**config.mk**
```make
export PLATFORM = sky130hd
export DESIGN_NAME = io_bus_arbiter_flat
export DESIGN_NICKNAME = d
export VERILOG_FILES = /design/src/rtl/io_bus_arbiter_if.sv /design/src/rtl/io_bus_arbiter.sv /design/src/flat_wrapper.sv
export SDC_FILE = /design/constraint.sdc
export NUM_CORES = 1
export LEC_CHECK = 0
export ABC_CLOCK_PERIOD_IN_PS = 3150
export CORE_ASPECT_RATIO = 2
export CORE_MARGIN = 3
export CORE_UTILIZATION = 25
export DETAILED_ROUTE_END_ITERATION = 16
export MAX_ROUTING_LAYER = met4
export PLACE_DENSITY = 0.62
export SYNTH_ARGS = -nofsm -noshare
export SYNTH_HDL_FRONTEND = slang
export SYNTH_SLANG_ARGS = --single-unit
```
**constraint.sdc**
```tcl
create_clock -name clk_i -period 3.15 [get_ports clk_i]
set_input_delay 0.63 -clock clk_i [delete_from_list [all_inputs] [get_ports clk_i]]
set_output_delay 0.63 -clock clk_i [all_outputs]
set_load 0.02 [all_outputs]
```
**src/rtl/io_bus_arbiter_if.sv**
```systemverilog
// Signal bundle for io_bus_arbiter: requester-side ports plus the shared Wishbone-classic master port.
// master = arbiter view, slave = requesters and device fabric view.
interface io_bus_arbiter_if #(
  parameter int NREQ = 3
);
  logic [NREQ-1:0]      req_cyc_i;
  logic [NREQ-1:0]      req_stb_i;
  logic [NREQ-1:0]      req_we_i;
  logic [4*NREQ-1:0]    req_sel_i;
  logic [32*NREQ-1:0]   req_adr_i;
  logic [32*NREQ-1:0]   req_dat_i;
  logic [NREQ-1:0]      req_ack_o;
  logic [NREQ-1:0]      req_err_o;
  logic [31:0]          req_dat_o;
  logic [NREQ-1:0]      gnt_o;
  logic                 m_cyc_o;
  logic                 m_stb_o;
  logic                 m_we_o;
  logic [3:0]           m_sel_o;
  logic [31:0]          m_adr_o;
  logic [31:0]          m_dat_o;
  logic                 m_ack_i;
  logic                 m_stall_i;
  logic [31:0]          m_dat_i;

  modport master (
    input  req_cyc_i, req_stb_i, req_we_i, req_sel_i, req_adr_i, req_dat_i,
    output req_ack_o, req_err_o, req_dat_o, gnt_o,
    output m_cyc_o, m_stb_o, m_we_o, m_sel_o, m_adr_o, m_dat_o,
    input  m_ack_i, m_stall_i, m_dat_i
  );

  modport slave (
    output req_cyc_i, req_stb_i, req_we_i, req_sel_i, req_adr_i, req_dat_i,
    input  req_ack_o, req_err_o, req_dat_o, gnt_o,
    input  m_cyc_o, m_stb_o, m_we_o, m_sel_o, m_adr_o, m_dat_o,
    output m_ack_i, m_stall_i, m_dat_i
  );
endinterface

```
**src/rtl/io_bus_arbiter.sv**
```systemverilog
// Round-robin arbiter sharing one registered Wishbone-classic master port among NREQ requesters.
// Optional ack timeout with bus error is built when IOARB_TIMEOUT_EN is defined.
//
// state  | meaning
// IDLE   | no owner; arbitrate among cyc&stb requesters
// ACTIVE | owner's transaction is on the master port, waiting for m_ack_i
// ACKED  | ack (or error) held to owner until it drops stb
// LOCKED | owner keeps cyc high; grant held for the next access of its cycle
module io_bus_arbiter #(
  parameter int NREQ    = 3,
  parameter int TIMEOUT = 255
) (
  input  logic             clk_i,
  input  logic             rst_i,
  io_bus_arbiter_if.master bus
);

  localparam int PW = (NREQ > 1) ? $clog2(NREQ) : 1;
  localparam logic [NREQ-1:0] ONE = NREQ'(1);

  if (TIMEOUT < 1) begin : g_bad_timeout
    $error("io_bus_arbiter: TIMEOUT must be at least 1");
  end

  typedef enum logic [1:0] {IDLE, ACTIVE, ACKED, LOCKED} state_t;

  state_t            state;
  logic [PW-1:0]     last_q;
  logic [NREQ-1:0]   gnt_q;
  logic [NREQ-1:0]   ack_q;
  logic [31:0]       rdat_q;
  logic              m_cyc_q;
  logic              m_we_q;
  logic [3:0]        m_sel_q;
  logic [31:0]       m_adr_q;
  logic [31:0]       m_dat_q;

  logic [NREQ-1:0]   cand;
  logic              win_vld;
  logic [PW-1:0]     win_idx;
  logic              own_cyc;
  logic              own_stb;
  logic              tmo;
  logic              launch;
  logic [PW-1:0]     launch_idx;

  function automatic logic [PW-1:0] rr_idx(input logic [PW-1:0] base, input int k);
    int j;
    j = int'(base) + k;
    if (j >= NREQ) j = j - NREQ;
    return PW'(j);
  endfunction

`ifdef IOARB_TIMEOUT_EN
  localparam int CW = ($clog2(TIMEOUT + 1) > 8) ? $clog2(TIMEOUT + 1) : 8;
  logic [CW-1:0]     cnt_q;
  logic [NREQ-1:0]   err_q;
  assign tmo           = (cnt_q == CW'(TIMEOUT));
  assign bus.req_err_o = err_q;
`else
  assign tmo           = 1'b0;
  assign bus.req_err_o = '0;
`endif

  // last_q always names the owner while gnt_q is nonzero
  assign own_cyc = bus.req_cyc_i[last_q];
  assign own_stb = bus.req_stb_i[last_q];

  always_comb begin
    cand    = bus.req_cyc_i & bus.req_stb_i;
    win_vld = 1'b0;
    win_idx = '0;
    for (int k = 1; k <= NREQ; k++) begin
      if (!win_vld && cand[rr_idx(last_q, k)]) begin
        win_vld = 1'b1;
        win_idx = rr_idx(last_q, k);
      end
    end
  end

  always_comb begin
    launch     = 1'b0;
    launch_idx = last_q;
    unique case (state)
      IDLE: begin
        launch     = win_vld && !bus.m_stall_i && !bus.m_ack_i;
        launch_idx = win_idx;
      end
      LOCKED:  launch = own_cyc && own_stb && !bus.m_stall_i;
      default: ;
    endcase
  end

  always_ff @(posedge clk_i) begin
    if (rst_i) begin
      state   <= IDLE;
      last_q  <= PW'(NREQ - 1);
      gnt_q   <= '0;
      ack_q   <= '0;
      rdat_q  <= '0;
      m_cyc_q <= 1'b0;
      m_we_q  <= 1'b0;
      m_sel_q <= '0;
      m_adr_q <= '0;
      m_dat_q <= '0;
`ifdef IOARB_TIMEOUT_EN
      cnt_q   <= '0;
      err_q   <= '0;
`endif
    end else begin
      if (launch) begin
        state   <= ACTIVE;
        last_q  <= launch_idx;
        gnt_q   <= ONE << launch_idx;
        m_cyc_q <= 1'b1;
        m_we_q  <= bus.req_we_i[launch_idx];
        m_sel_q <= bus.req_sel_i[4*launch_idx +: 4];
        m_adr_q <= bus.req_adr_i[32*launch_idx +: 32];
        m_dat_q <= bus.req_dat_i[32*launch_idx +: 32];
`ifdef IOARB_TIMEOUT_EN
        cnt_q   <= '0;
`endif
      end else begin
        unique case (state)
          IDLE: ;
          ACTIVE: begin
`ifdef IOARB_TIMEOUT_EN
            cnt_q <= cnt_q + 1'b1;
`endif
            if (bus.m_ack_i || tmo || !own_cyc) begin
              m_cyc_q <= 1'b0;
              m_we_q  <= 1'b0;
              m_sel_q <= '0;
              m_adr_q <= '0;
              m_dat_q <= '0;
            end
            // ack beats both timeout and a simultaneous owner abort
            if (bus.m_ack_i) begin
              ack_q  <= ONE << last_q;
              rdat_q <= bus.m_dat_i;
              state  <= ACKED;
            end else if (tmo) begin
              ack_q  <= ONE << last_q;
              rdat_q <= 32'hDEAD_DEAD;
`ifdef IOARB_TIMEOUT_EN
              err_q  <= ONE << last_q;
`endif
              state  <= ACKED;
            end else if (!own_cyc) begin
              gnt_q  <= '0;
              state  <= IDLE;
            end
          end
          ACKED: begin
            if (!own_stb) begin
              ack_q  <= '0;
              rdat_q <= '0;
`ifdef IOARB_TIMEOUT_EN
              err_q  <= '0;
`endif
              if (own_cyc) begin
                state <= LOCKED;
              end else begin
                gnt_q <= '0;
                state <= IDLE;
              end
            end
          end
          LOCKED: begin
            if (!own_cyc) begin
              gnt_q <= '0;
              state <= IDLE;
            end
          end
        endcase
      end
    end
  end

  assign bus.gnt_o     = gnt_q;
  assign bus.req_ack_o = ack_q;
  assign bus.req_dat_o = rdat_q;
  assign bus.m_cyc_o   = m_cyc_q;
  assign bus.m_stb_o   = m_cyc_q;
  assign bus.m_we_o    = m_we_q;
  assign bus.m_sel_o   = m_sel_q;
  assign bus.m_adr_o   = m_adr_q;
  assign bus.m_dat_o   = m_dat_q;

endmodule

```
**src/flat_wrapper.sv**
```systemverilog
// flat-port wrapper written by rule: the top's interface ports become plain ports
module io_bus_arbiter_flat 
#(
  parameter int NREQ    = 3,
  parameter int TIMEOUT = 255
)
  (clk_i, rst_i, bus_req_cyc_i, bus_req_stb_i, bus_req_we_i, bus_req_sel_i, bus_req_adr_i, bus_req_dat_i, bus_req_ack_o, bus_req_err_o, bus_req_dat_o, bus_gnt_o, bus_m_cyc_o, bus_m_stb_o, bus_m_we_o, bus_m_sel_o, bus_m_adr_o, bus_m_dat_o, bus_m_ack_i, bus_m_stall_i, bus_m_dat_i);
  io_bus_arbiter_if #(.NREQ(NREQ)) bus_i ();
  input  logic clk_i;
  input  logic rst_i;
  input wire logic [$bits(bus_i.req_cyc_i)-1:0] bus_req_cyc_i;
  input wire logic [$bits(bus_i.req_stb_i)-1:0] bus_req_stb_i;
  input wire logic [$bits(bus_i.req_we_i)-1:0] bus_req_we_i;
  input wire logic [$bits(bus_i.req_sel_i)-1:0] bus_req_sel_i;
  input wire logic [$bits(bus_i.req_adr_i)-1:0] bus_req_adr_i;
  input wire logic [$bits(bus_i.req_dat_i)-1:0] bus_req_dat_i;
  output wire logic [$bits(bus_i.req_ack_o)-1:0] bus_req_ack_o;
  output wire logic [$bits(bus_i.req_err_o)-1:0] bus_req_err_o;
  output wire logic [$bits(bus_i.req_dat_o)-1:0] bus_req_dat_o;
  output wire logic [$bits(bus_i.gnt_o)-1:0] bus_gnt_o;
  output wire logic [$bits(bus_i.m_cyc_o)-1:0] bus_m_cyc_o;
  output wire logic [$bits(bus_i.m_stb_o)-1:0] bus_m_stb_o;
  output wire logic [$bits(bus_i.m_we_o)-1:0] bus_m_we_o;
  output wire logic [$bits(bus_i.m_sel_o)-1:0] bus_m_sel_o;
  output wire logic [$bits(bus_i.m_adr_o)-1:0] bus_m_adr_o;
  output wire logic [$bits(bus_i.m_dat_o)-1:0] bus_m_dat_o;
  input wire logic [$bits(bus_i.m_ack_i)-1:0] bus_m_ack_i;
  input wire logic [$bits(bus_i.m_stall_i)-1:0] bus_m_stall_i;
  input wire logic [$bits(bus_i.m_dat_i)-1:0] bus_m_dat_i;
  assign bus_i.req_cyc_i = bus_req_cyc_i;
  assign bus_i.req_stb_i = bus_req_stb_i;
  assign bus_i.req_we_i = bus_req_we_i;
  assign bus_i.req_sel_i = bus_req_sel_i;
  assign bus_i.req_adr_i = bus_req_adr_i;
  assign bus_i.req_dat_i = bus_req_dat_i;
  assign bus_req_ack_o = bus_i.req_ack_o;
  assign bus_req_err_o = bus_i.req_err_o;
  assign bus_req_dat_o = bus_i.req_dat_o;
  assign bus_gnt_o = bus_i.gnt_o;
  assign bus_m_cyc_o = bus_i.m_cyc_o;
  assign bus_m_stb_o = bus_i.m_stb_o;
  assign bus_m_we_o = bus_i.m_we_o;
  assign bus_m_sel_o = bus_i.m_sel_o;
  assign bus_m_adr_o = bus_i.m_adr_o;
  assign bus_m_dat_o = bus_i.m_dat_o;
  assign bus_i.m_ack_i = bus_m_ack_i;
  assign bus_i.m_stall_i = bus_m_stall_i;
  assign bus_i.m_dat_i = bus_m_dat_i;
  io_bus_arbiter #(.NREQ(NREQ), .TIMEOUT(TIMEOUT)) u_core (.clk_i(clk_i), .rst_i(rst_i), .bus(bus_i));
endmodule
```
==> implementation parameters, run 1 <==
Parameter                              Value

Synth
  Most used flip-flop cell after synthesis ... sky130_fd_sc_hd__dfxtp_1
  Synth Register Bits ... 112
  Most area-consuming cells after synthesis ... sky130_fd_sc_hd__dfxtp_1, sky130_fd_sc_hd__a22oi_1, sky130_fd_sc_hd__mux2i_1, sky130_fd_sc_hd__o21ai_0, sky130_fd_sc_hd__a211o_1
  Number of cells produced by synthesis ... 609
  Number of distinct library cells after synthesis ... 48
  YS warnings ... 0
  Number of enable-type register cells in the synthesized netlist ... 0
  Cell type with the highest aggregate area in the netlist ... sky130_fd_sc_hd__dfxtp_1
  Sequential share of the synthesized area ... 40.9%
  Top cell type's share of synthesized area ... 40.9%
  Synth cell count leaders ... sky130_fd_sc_hd__dfxtp_1, sky130_fd_sc_hd__a22oi_1, sky130_fd_sc_hd__o21ai_0
  Post-synth design cell area ... 5480 sq um
  Most common cell in the netlist ... sky130_fd_sc_hd__dfxtp_1
  Post-synthesis area per instance ... 8.99 sq um
  FFs w/ async S/R, synth ... 0%

Power
  Post-layout power ... 0.00656 W
  VDD IR max ... 0.249 mV
  Lkg Pwr ... 3.59 nW
  Power density over the cells ... 665 nW/um^2

Placement
  Count of buffers inserted at the top-level ports ... 357
  Post-DP Area ... 9550 sq um
  Number of cells after detailed placement ... 1,226
  GPL Wtd Cong ... 0.871
  HPWL after detailed placement ... 18,200 microns

Setup path
  Ordered cell list for the critical path ... clkdlybuf4s50_1 > buf_4 > nand2_1 > o221a_2 > a311oi_1 > or2_1 > buf_4 > nand3_1 > buf_4 > o21ai_0
  Biggest cell delay along the critical path ... 490 ps
  Source of the critical timing path ... bus_req_cyc_i[2]
  Most common cell type on the critical path ... sky130_fd_sc_hd__buf_4
  Capturing element type of the critical path ... flop
  Maximum fanout encountered on the critical timing path ... 33
  Total buffers and inverters traversed by the critical path ... 4
  Worst setup SP type ... input port
  Data required time at the worst endpoint ... 3420 ps
  FF-to-FF path depth ... 10
  Data arrival time of the critical path ... 3070 ps
  Worst r2r src ... u_core.last_q[0]
  FF-to-FF End ... u_core.bus.m_dat_o[25]
  Setup slack of the most critical reg-to-reg path ... 350 ps
  Family with the most delay on the worst path ... buffers and inverters
  Path type of the worst setup path ... input port to flop
  Critical-path cell with the highest stage delay ... sky130_fd_sc_hd__clkdlybuf4s50_1

Floorplanning
  Core region area ... 21,600 sq um
  Number of top-level pins ... 361
  Die height ... 215 microns
  Effective utilization at floorplan ... 25.4%
  Cell row count ... 76
  Die X ... 111 microns
  Die Area ... 23,800 sq um

STA
  Unrepaired setup endpoints after global routing ... no
  Endpoints failing setup ... 0
  Period Utilization, post-route ... 88.9%
  Number of max-slew violations in the final report ... 0
  Period minus WS final ... 2800 ps
  Maximum frequency from static timing analysis ... 0.357 GHz
  Clk_skew ... 14.3 ps
  Headroom to the max-slew limit ... 52.7%
  Transition time of the tightest slew-check pin ... 710 ps
  Number of failing hold endpoints at the final stage ... 0

Route
  Starting DRC count in detailed routing ... 436
  Via count normalized by instance count ... 4.92
  Routed Antenna Nets ... 0
  Total DRC errors in the routed layout ... 0
  Total wire length after detailed routing ... 23,300 microns
  First-pass iteration count of the detailed router ... 4
  Vias ... 6,120
  Final routed wire length divided by cell count ... 18.7 microns

Hold path
  Hold Startpoint ... u_core.bus.m_dat_o[20]
  Hold Crit Class ... flop to flop
  Worst Hold Endpoint ... u_core.bus.m_dat_o[20]
  Worst hold stages ... 2

CTS
  Root buffer cell ... sky130_fd_sc_hd__clkbuf_16
  TritonCTS clock tree ... done
  CTS resizes ... 0
  TritonCTS Buffers ... 9
  Buffer count from post-CTS setup fixing ... 0
  Clock H-tree levels ... 3
  CTS Hold Buffers Added ... 0
  Clock transition at the registers of the reported paths ... 80 ps
  Count of clock tree sinks ... 112
  Maximum root-to-sink buffer count ... 2
  Later-pin clock latency in the skew report ... 360 ps

Final layout
  Area added between synthesis and finish ... 80.1%
  Fraction of final layout cells sized beyond drive strength 1 ... 8.57%
  Number of nets at the end of the flow ... 1,222
  Post-route cell area ... 9870 sq um
  Final Non-Filler Cells ... 1,243

Job
  Max-cap violations ... 0

Run status
  Outcome ... finished clean

Global routing
  Total grt overflow ... 0
  Number of antenna violations at the first check in global routing ... 1
  Number of global-route vias before repair ... 6,283
  Overall global routing resource usage ... 19.3%
  Maximum number of pins on one net before global-route repair ... 64
  First-pass GRT wire length ... 35,500 microns
[state kept, by name, summed over array words and instances (netlist names), 2 cells and up]
name / cells
u_core.bus.req_dat_o: 32
u_core.bus.m_dat_o: 32
u_core.bus.req_ack_o: 3
u_core.state: 2
u_core.last_q: 2
u_core.bus.m_sel_o: 4
u_core.bus.m_adr_o: 32
u_core.bus.gnt_o: 3
[routing by layer]
metal / vias to the layer above / share of wire (%) / GRT usage, % / routed length [microns]
li1: 2991 / - / - / -
met1: 2865 / 37 / 19.6 / 8570
met2: 241 / 56 / 36.7 / 13000
met3: 23 / 5.2 / 3.41 / 1200
met4: 0 / 2.2 / 6.58 / 523
met5: - / 0 / - / 0
[worst max-delay path by stage]
stage / depth (start not counted) / endpoint
2_1_floorplan: 13 / u_core.bus.m_dat_o[10]
3_3_place_gp: 9 / u_core.bus.m_dat_o[26]
3_5_place_dp: 9 / u_core.bus.m_adr_o[7]
4_1_cts: 10 / u_core.bus.m_adr_o[9]
5_1_grt: 10 / u_core.bus.m_dat_o[1]
6_report: 10 / u_core.bus.m_dat_o[25]
[per-stage QoR]
| step | setup slack [ps] | hold WS [ps] | TNS [ps] | util [%] |
|---|---|---|---|---|
| floorplan | 517 | 530 | 0 | - |
| global placement | -60.7 | 435 | -406 | 44.2 |
| detailed placement | -138 | 447 | -2170 | 44.2 |
| CTS | 38.1 | 466 | 0 | 45.7 |
| global route | 173 | 480 | 0 | 45.7 |
| finish | 348 | 462 | 0 | 45.7 |
[where the power goes]
group          total (W)  switching (W)  internal (W)
sequential       0.00189       0.000172       0.00172
clock            0.00121       0.000562      0.000649
combinational    0.00345        0.00182       0.00164
total            0.00656        0.00255       0.00401
[kinds of logic (layout without fill, tap and decap cells)]
| family | count (synthesis) | after routing | share of synthesized area (%) |
|---|---|---|---|
| adder cells (fa/ha/maj) | 9 | 9 | 2.06 |
| AND/OR/NAND/NOR | 129 | 129 | 11.3 |
| other | 1 | 4 | 0.0685 |
| flip-flops | 112 | 112 | 40.9 |
| AO/OA/AOI/OAI | 237 | 237 | 28.9 |
| multiplexers | 57 | 57 | 10.8 |
| buffers and inverters | 64 | 422 | 5.98 |
[layout by cell type, fill, tap and decap left out, drive strengths merged, types with 6 or more instances in the layout]
cell type | synthesis | routed
clkdlybuf4s50 | 0 | 356
dfxtp | 112 | 112
a22oi | 90 | 90
o21ai | 73 | 73
nor2 | 51 | 51
mux2i | 45 | 45
buf | 33 | 42
nand3 | 37 | 37
a21oi | 29 | 29
a211o | 22 | 22
nand2 | 18 | 18
mux2 | 12 | 12
clkbuf | 23 | 11
inv | 8 | 10
ha | 9 | 9
nor3 | 6 | 6
[layout make-up]
type                    instances  area, sq um
multi-input cells             435         2950
well taps                     273          342
inverters                       8         30.0
fillers                      2121        11700
repair buffers                398         3990
clock buffers                  11          243
diodes                          1         2.50
clock inverters                 5         63.8
flip-flops and latches        112         2240
[worst reg2reg max path: cells and delay by family (launching register included)]
family	cells	cell delay, ps
compound gates	3	900
buf+inv	4	780
flops	1	410
simple gates	2	370
fa+ha+maj	1	250
No activity file was read; power rests on OpenSTA's default activity.
==> inputs of run 2 (changes only) <==
--- a/config.mk
+++ b/config.mk
@@ -5,7 +5,7 @@
 export SDC_FILE = /design/constraint.sdc
 export NUM_CORES = 1
 export LEC_CHECK = 0
-export ABC_CLOCK_PERIOD_IN_PS = 3150
+export ABC_CLOCK_PERIOD_IN_PS = 2850
 export CORE_ASPECT_RATIO = 2
 export CORE_MARGIN = 3
 export CORE_UTILIZATION = 25
==> constraint.sdc (replaced) <==
create_clock -name clk_i -period 2.85 [get_ports clk_i]
set_input_delay 0.57 -clock clk_i [delete_from_list [all_inputs] [get_ports clk_i]]
set_output_delay 0.57 -clock clk_i [all_outputs]
set_load 0.02 [all_outputs]
==> run 2 against run 1 <==
Compared with the run above: cell area increased by 0.27%; sequential power increased by 11%; critical endpoint is now u_core.bus.req_dat_o[26]; via count decreased by 0.36%; hold slack got worse by 2.7 ps; combinational power increased by 12%; global-route usage about the same; critical path depth increased by 2; first-iteration DRC count decreased by 24%; largest cell class unchanged; worst setup slack got worse by 110 ps; non-clock buffer count increased by 1.
==> implementation parameters, run 2 (same netlist as run 1, synthesis figures left out) <==
Parameter                              Value

CTS
  Count of clock tree sinks ... 112 (unchanged)
  TritonCTS clock tree ... done (unchanged)
  CTS Hold Buffers Added ... 0 (unchanged)
  Clock transition at the registers of the reported paths ... 70 ps (was 80 ps)
  Buffer count from post-CTS setup fixing ... 0 (unchanged)
  Maximum root-to-sink buffer count ... 2 (unchanged)
  Root buffer cell ... sky130_fd_sc_hd__clkbuf_16 (unchanged)
  CTS resizes ... 0 (unchanged)
  TritonCTS Buffers ... 9 (unchanged)
  Clock H-tree levels ... 3 (unchanged)
  Later-pin clock latency in the skew report ... 350 ps (was 360 ps)

STA
  Maximum frequency from static timing analysis ... 0.383 GHz
  Unrepaired setup endpoints after global routing ... no (unchanged)
  Number of failing hold endpoints at the final stage ... 0 (unchanged)
  Headroom to the max-slew limit ... 48.4% (was 52.7%)
  Endpoints failing setup ... 0 (unchanged)
  Clk_skew ... 7.36 ps (was 14.3 ps)
  Period minus WS final ... 2610 ps
  Number of max-slew violations in the final report ... 0 (unchanged)
  Period Utilization, post-route ... 91.7%
  Setup slack of the critical path after layout ... 236 ps (was 348 ps)
  Transition time of the tightest slew-check pin ... 774 ps (was 710 ps)

Setup path
  Worst setup SP type ... flop (was input port)
  Maximum fanout encountered on the critical timing path ... 35 (was 33)
  Capturing element type of the critical path ... flop (unchanged)
  Setup slack of the most critical reg-to-reg path ... 240 ps (was 350 ps)
  FF-to-FF End ... u_core.bus.req_dat_o[26] (was u_core.bus.m_dat_o[25])
  Total buffers and inverters traversed by the critical path ... 4 (unchanged)
  Path type of the worst setup path ... flop to flop (was input port to flop)
  Critical-path cell with the highest stage delay ... sky130_fd_sc_hd__dfxtp_1 (was sky130_fd_sc_hd__clkdlybuf4s50_1)
  FF-to-FF path depth ... 12 (was 10)
  Levels on crit path ... 12 (was 10)
  Data arrival time of the critical path ... 2900 ps (was 3070 ps)
  Ordered cell list for the critical path ... buf_4 > ha_1 > nand2_1 > a31oi_1 > a311oi_1 > buf_4 > or2_1 > buf_4 > nor3_4 > buf_12 > a22oi_1 > nor2_1 (was clkdlybuf4s50_1 > buf_4 > nand2_1 > o221a_2 > a311oi_1 > or2_1 > buf_4 > nand3_1 > buf_4 > o21ai_0)
  Family with the most delay on the worst path ... buffers and inverters (unchanged)
  Biggest cell delay along the critical path ... 370 ps (was 490 ps)
  Worst r2r src ... u_core.last_q[1] (was u_core.last_q[0])
  Data required time at the worst endpoint ... 3130 ps (was 3420 ps)
  Most common cell type on the critical path ... sky130_fd_sc_hd__buf_4 (unchanged)

Floorplanning
  Cell row count ... 76 (unchanged)
  Die height ... 215 microns (unchanged)
  Die X ... 111 microns (unchanged)
  Die Area ... 23,800 sq um (unchanged)
  Effective utilization at floorplan ... 25.4% (unchanged)
  Core region area ... 21,600 sq um (unchanged)
  Number of top-level pins ... 361 (unchanged)

Run status
  Outcome ... finished clean (unchanged)

Global routing
  First-pass GRT wire length ... 35,200 microns (was 35,500 microns)
  Overall global routing resource usage ... 19.3% (about the same)
  Number of global-route vias before repair ... 6,203 (was 6,283)
  Total grt overflow ... 0 (unchanged)
  Maximum number of pins on one net before global-route repair ... 65 (was 64)
  Number of antenna violations at the first check in global routing ... 1 (unchanged)

Power
  VDD IR max ... 0.303 mV (was 0.249 mV)
  Combinational share of power ... 53.6% (was 52.7%)
  Clk network pwr share ... 17.5% (was 18.5%)
  Power density over the cells ... 730 nW/um^2 (was 665 nW/um^2)
  Internal power ... 0.00442 W (was 0.00401 W)
  Switch Pwr ... 0.00280 W (was 0.00255 W)
  Share of total power in sequential cells ... 28.9% (was 28.8%)
  Switching power as a share of total power ... 38.8% (was 38.9%)
  Lkg Pwr ... 3.60 nW (was 3.59 nW)

Hold path
  Worst Hold Endpoint ... u_core.bus.m_adr_o[19] (was u_core.bus.m_dat_o[20])
  Worst hold stages ... 2 (unchanged)
  Hold Crit Class ... flop to flop (unchanged)
  Hold Startpoint ... u_core.bus.m_adr_o[19] (was u_core.bus.m_dat_o[20])

Route
  Via count normalized by instance count ... 4.90 (was 4.92)
  First-pass iteration count of the detailed router ... 6 (was 4)
  Starting DRC count in detailed routing ... 330 (was 436)
  Vias ... 6,098 (was 6,120)
  Final routed wire length divided by cell count ... 18.7 microns (about the same)
  Total wire length after detailed routing ... 23,300 microns (about the same)
  Total DRC errors in the routed layout ... 0 (unchanged)
  Routed Antenna Nets ... 0 (unchanged)

Placement
  Pre-CTS setup slack ... -60.0 ps (was -138 ps)
  HPWL after detailed placement ... 18,400 microns (was 18,200 microns)
  GPL Wtd Cong ... 0.896 (was 0.871)
  Count of buffers inserted at the top-level ports ... 357 (unchanged)

Final layout
  Most frequent cells in the layout ... sky130_fd_sc_hd__clkdlybuf4s50_1, sky130_fd_sc_hd__dfxtp_1, sky130_fd_sc_hd__a22oi_1 (unchanged)
  Commonest non-fill, non-tap cell in the layout ... sky130_fd_sc_hd__clkdlybuf4s50_1 (unchanged)
  Share of the core filled with cells ... 45.8% (was 45.7%)
  Fraction of final layout cells sized beyond drive strength 1 ... 8.76% (was 8.57%)
  Number of nets at the end of the flow ... 1,223 (was 1,222)
  Area added between synthesis and finish ... 80.6% (was 80.1%)

Job
  Max-cap violations ... 0 (unchanged)
run 2: cell count changes in the layout (fill, tap and decap cells not counted):
cell / change
sky130_fd_sc_hd__inv_8: -1
sky130_fd_sc_hd__clkbuf_8: +1
sky130_fd_sc_hd__buf_12: +3
sky130_fd_sc_hd__buf_4: -2
sky130_fd_sc_hd__clkinv_4: +2
sky130_fd_sc_hd__nor2_4: -1
sky130_fd_sc_hd__bufinv_16: -1
sky130_fd_sc_hd__clkbuf_1: -1
sky130_fd_sc_hd__nor2_2: +1
run 2: stage by stage:
step	instance area [sq um]	instances	hold WS [ps]	setup TNS [ps]	power (W)
final	9890	1244	460	0	0.00722
after floorplan	5490	611	530	0	0.00418
after CTS	9890	1243	461	0	0.00732
after global routing	9890	1244	497	0	0.00764
after global placement	9600	1227	438	-1470	0.00600
after detailed placement	9600	1227	444	-2230	0.00602
run 2: power groups by stage:
stage | Clock, W | Sequential (W) | Combinational [W]
final | 0.00126 | 0.00209 | 0.00387
after global routing | 0.00137 | 0.00213 | 0.00414
after CTS | 0.00132 | 0.00209 | 0.00391
after detailed placement | 0 | 0.00212 | 0.00390
after global placement | 0 | 0.00211 | 0.00389
after floorplan | 0 | 0.00249 | 0.00169
run 2: how the worst max path moves through the flow:
stage | start | endpoint | slack (ps)
after global placement | bus_req_cyc_i[2] | u_core.bus.m_adr_o[10] | -60
after CTS | u_core.last_q[1] | u_core.bus.m_dat_o[29] | 220
final | u_core.last_q[1] | u_core.bus.req_dat_o[26] | 240
after floorplan | u_core.last_q[0] | u_core.bus.m_dat_o[10] | 220
after detailed placement | bus_req_cyc_i[0] | u_core.bus.m_dat_o[29] | -60
after global routing | u_core.last_q[1] | u_core.bus.m_adr_o[17] | 10
run 2: cell type report:
class | instances | area [sq um]
sequential | 112 | 2240
antenna | 1 | 2.50
clock buffer | 11 | 253
multi-input combinational | 435 | 2950
timing repair buffer | 399 | 4030
inverter | 8 | 30.0
fill | 2138 | 11700
tap | 273 | 342
clock inverter | 5 | 40.0
run 2: worst min-delay path, cell delays in order (launching register included):
cell and delay, ps:
sky130_fd_sc_hd__dfxtp_1 330, sky130_fd_sc_hd__nand2_1 40, sky130_fd_sc_hd__o21ai_0 60
run 2: per-layer routing:
layer / vias to the layer above / wire [microns] / track usage [%]
met1: 2814 / 8500 / 19.8
met3: 35 / 1170 / 3.38
met2: 254 / 12900 / 35.9
met5: - / 0 / -
li1: 2995 / - / -
met4: 0 / 704 / 7.97
==> RTL edit: new RTL, flow settings as in run 2 <==
Reset style: asynchronous (`rst_i`), changed in one clocked block.
--- a/src/rtl/io_bus_arbiter.sv
+++ b/src/rtl/io_bus_arbiter.sv
@@ -92,5 +92,5 @@
   end
 
-  always_ff @(posedge clk_i) begin
+  always_ff @(posedge clk_i or posedge rst_i) begin
     if (rst_i) begin
       state   <= IDLE;
Behaviour: differs if rst_i is asserted again (counterexample within 4 cycles, from zero or initial values and one cycle with rst_i high); with rst_i held inactive, the same outputs for 4 cycles.
==> RTL edit against run 2 <==
Power grew 42%; design area up 7.2%; synthesized cell count increased by 4.8%; sequential cell count stayed put; global-route usage up 0.71 points; die area is 12% higher; synthesized area rose by 12%; fmax is 2.9% lower; wire length rose by 12%; worst setup slack worse by 0.078 ns; first-iteration DRC count increased by 15%.
==> RTL edit: results (changes against run 2) <==
- Routing usage on met2: 0.360 (+0.00160)
- Share of flip-flops with an asynchronous set or reset: 1.00 (+1.00)
- Crit path max fanout: 41 (+17%)
- Transition time at the pin with the least slew margin: 0.625 ns (-0.149 ns)
- Synth cell types: 49 (+2.1%)
- Metal1 wirelength: 9350 um (+10%)
- Finished Layout Cells: 1272 (+2.3%)
- Post-CTS sizing: 1 (+1)
- Routed WL: 26200 um (+12%)
- Gr usage total: 0.200 (+0.00706)
- Fill cells: 2344 (+9.6%)
- Non-CTS inverters: 9 (+1)
- Layout cells sized above 1: 0.0742 (-0.0134)
- Layout non-clock buf frac: 0.381 (-0.0267)
- Initial DRC count: 379 (+15%)
- Status: completed
- First-pass GRT wire length: 39400 um (+12%)
- Pre-CTS WS: -0.0464 ns (+0.0135 ns)
- Multi-input gate count: 452 (+3.9%)
- Sequential cell area share: 0.264 (+0.0378)
- Largest net degree at the start of global routing: 66 (+1.5%)
- Mean number of vias per cell: 5.17 (+5.5%)
- CLK BUF: 10 (-1)
- Worst-skew pair later-pin latency: 0.37 ns (+0.02 ns)
- Nets: 1238 (+1.2%)
RTL edit: cell count changes after synthesis, sizes merged, moves of 21 or more:
| cell | before | now |
|---|---|---|
| dfrtp | 0 | 111 |
| nor2 | 51 | 8 |
| nand3 | 37 | 114 |
| a22oi | 90 | 0 |
| o211ai | 0 | 44 |
| o21ai | 73 | 32 |
| a21o | 0 | 25 |
| dfxtp | 112 | 0 |
| a31oi | 2 | 28 |
| a21oi | 29 | 56 |
| a211o | 22 | 1 |
| a22o | 1 | 35 |
RTL edit: cells by family (layout without fill, tap and decap cells):
group	Yosys count	in the layout
compound gates	234	234
simple gates	158	158
flops	112	112
buf+inv	76	420
mux	48	48
fa+ha+maj	9	9
other cells	1	4
RTL edit: worst reg2reg max path, stage by stage (launching register included):
cell and delay, ns:
dfstp_2 0.53, inv_1 0.10, ha_4 0.33, inv_2 0.06
or3_4 0.40, and3_1 0.17, a221o_4 0.42, buf_12 0.21
mux2i_1 0.24, o211ai_1 0.11
RTL edit: final timing paths:
check | end | start | cells past startpoint
max | u_core.bus.m_adr_o[7]$_DFFE_PP0P_ | u_core.last_q[1]$_DFFE_PP1P_ | 9
min | u_core.bus.req_ack_o[2]$_DFFE_PP0P_ | u_core.bus.req_ack_o[2]$_DFFE_PP0P_ | 1
max reg2reg | u_core.bus.m_adr_o[7]$_DFFE_PP0P_ | u_core.last_q[1]$_DFFE_PP1P_ | 9
min reg2reg | u_core.bus.req_ack_o[2]$_DFFE_PP0P_ | u_core.bus.req_ack_o[2]$_DFFE_PP0P_ | 1
max in group asynchronous | u_core.bus.m_we_o$_DFFE_PP0P_ | rst_i | 3
min in group asynchronous | u_core.bus.m_adr_o[12]$_DFFE_PP0P_ | rst_i | 3
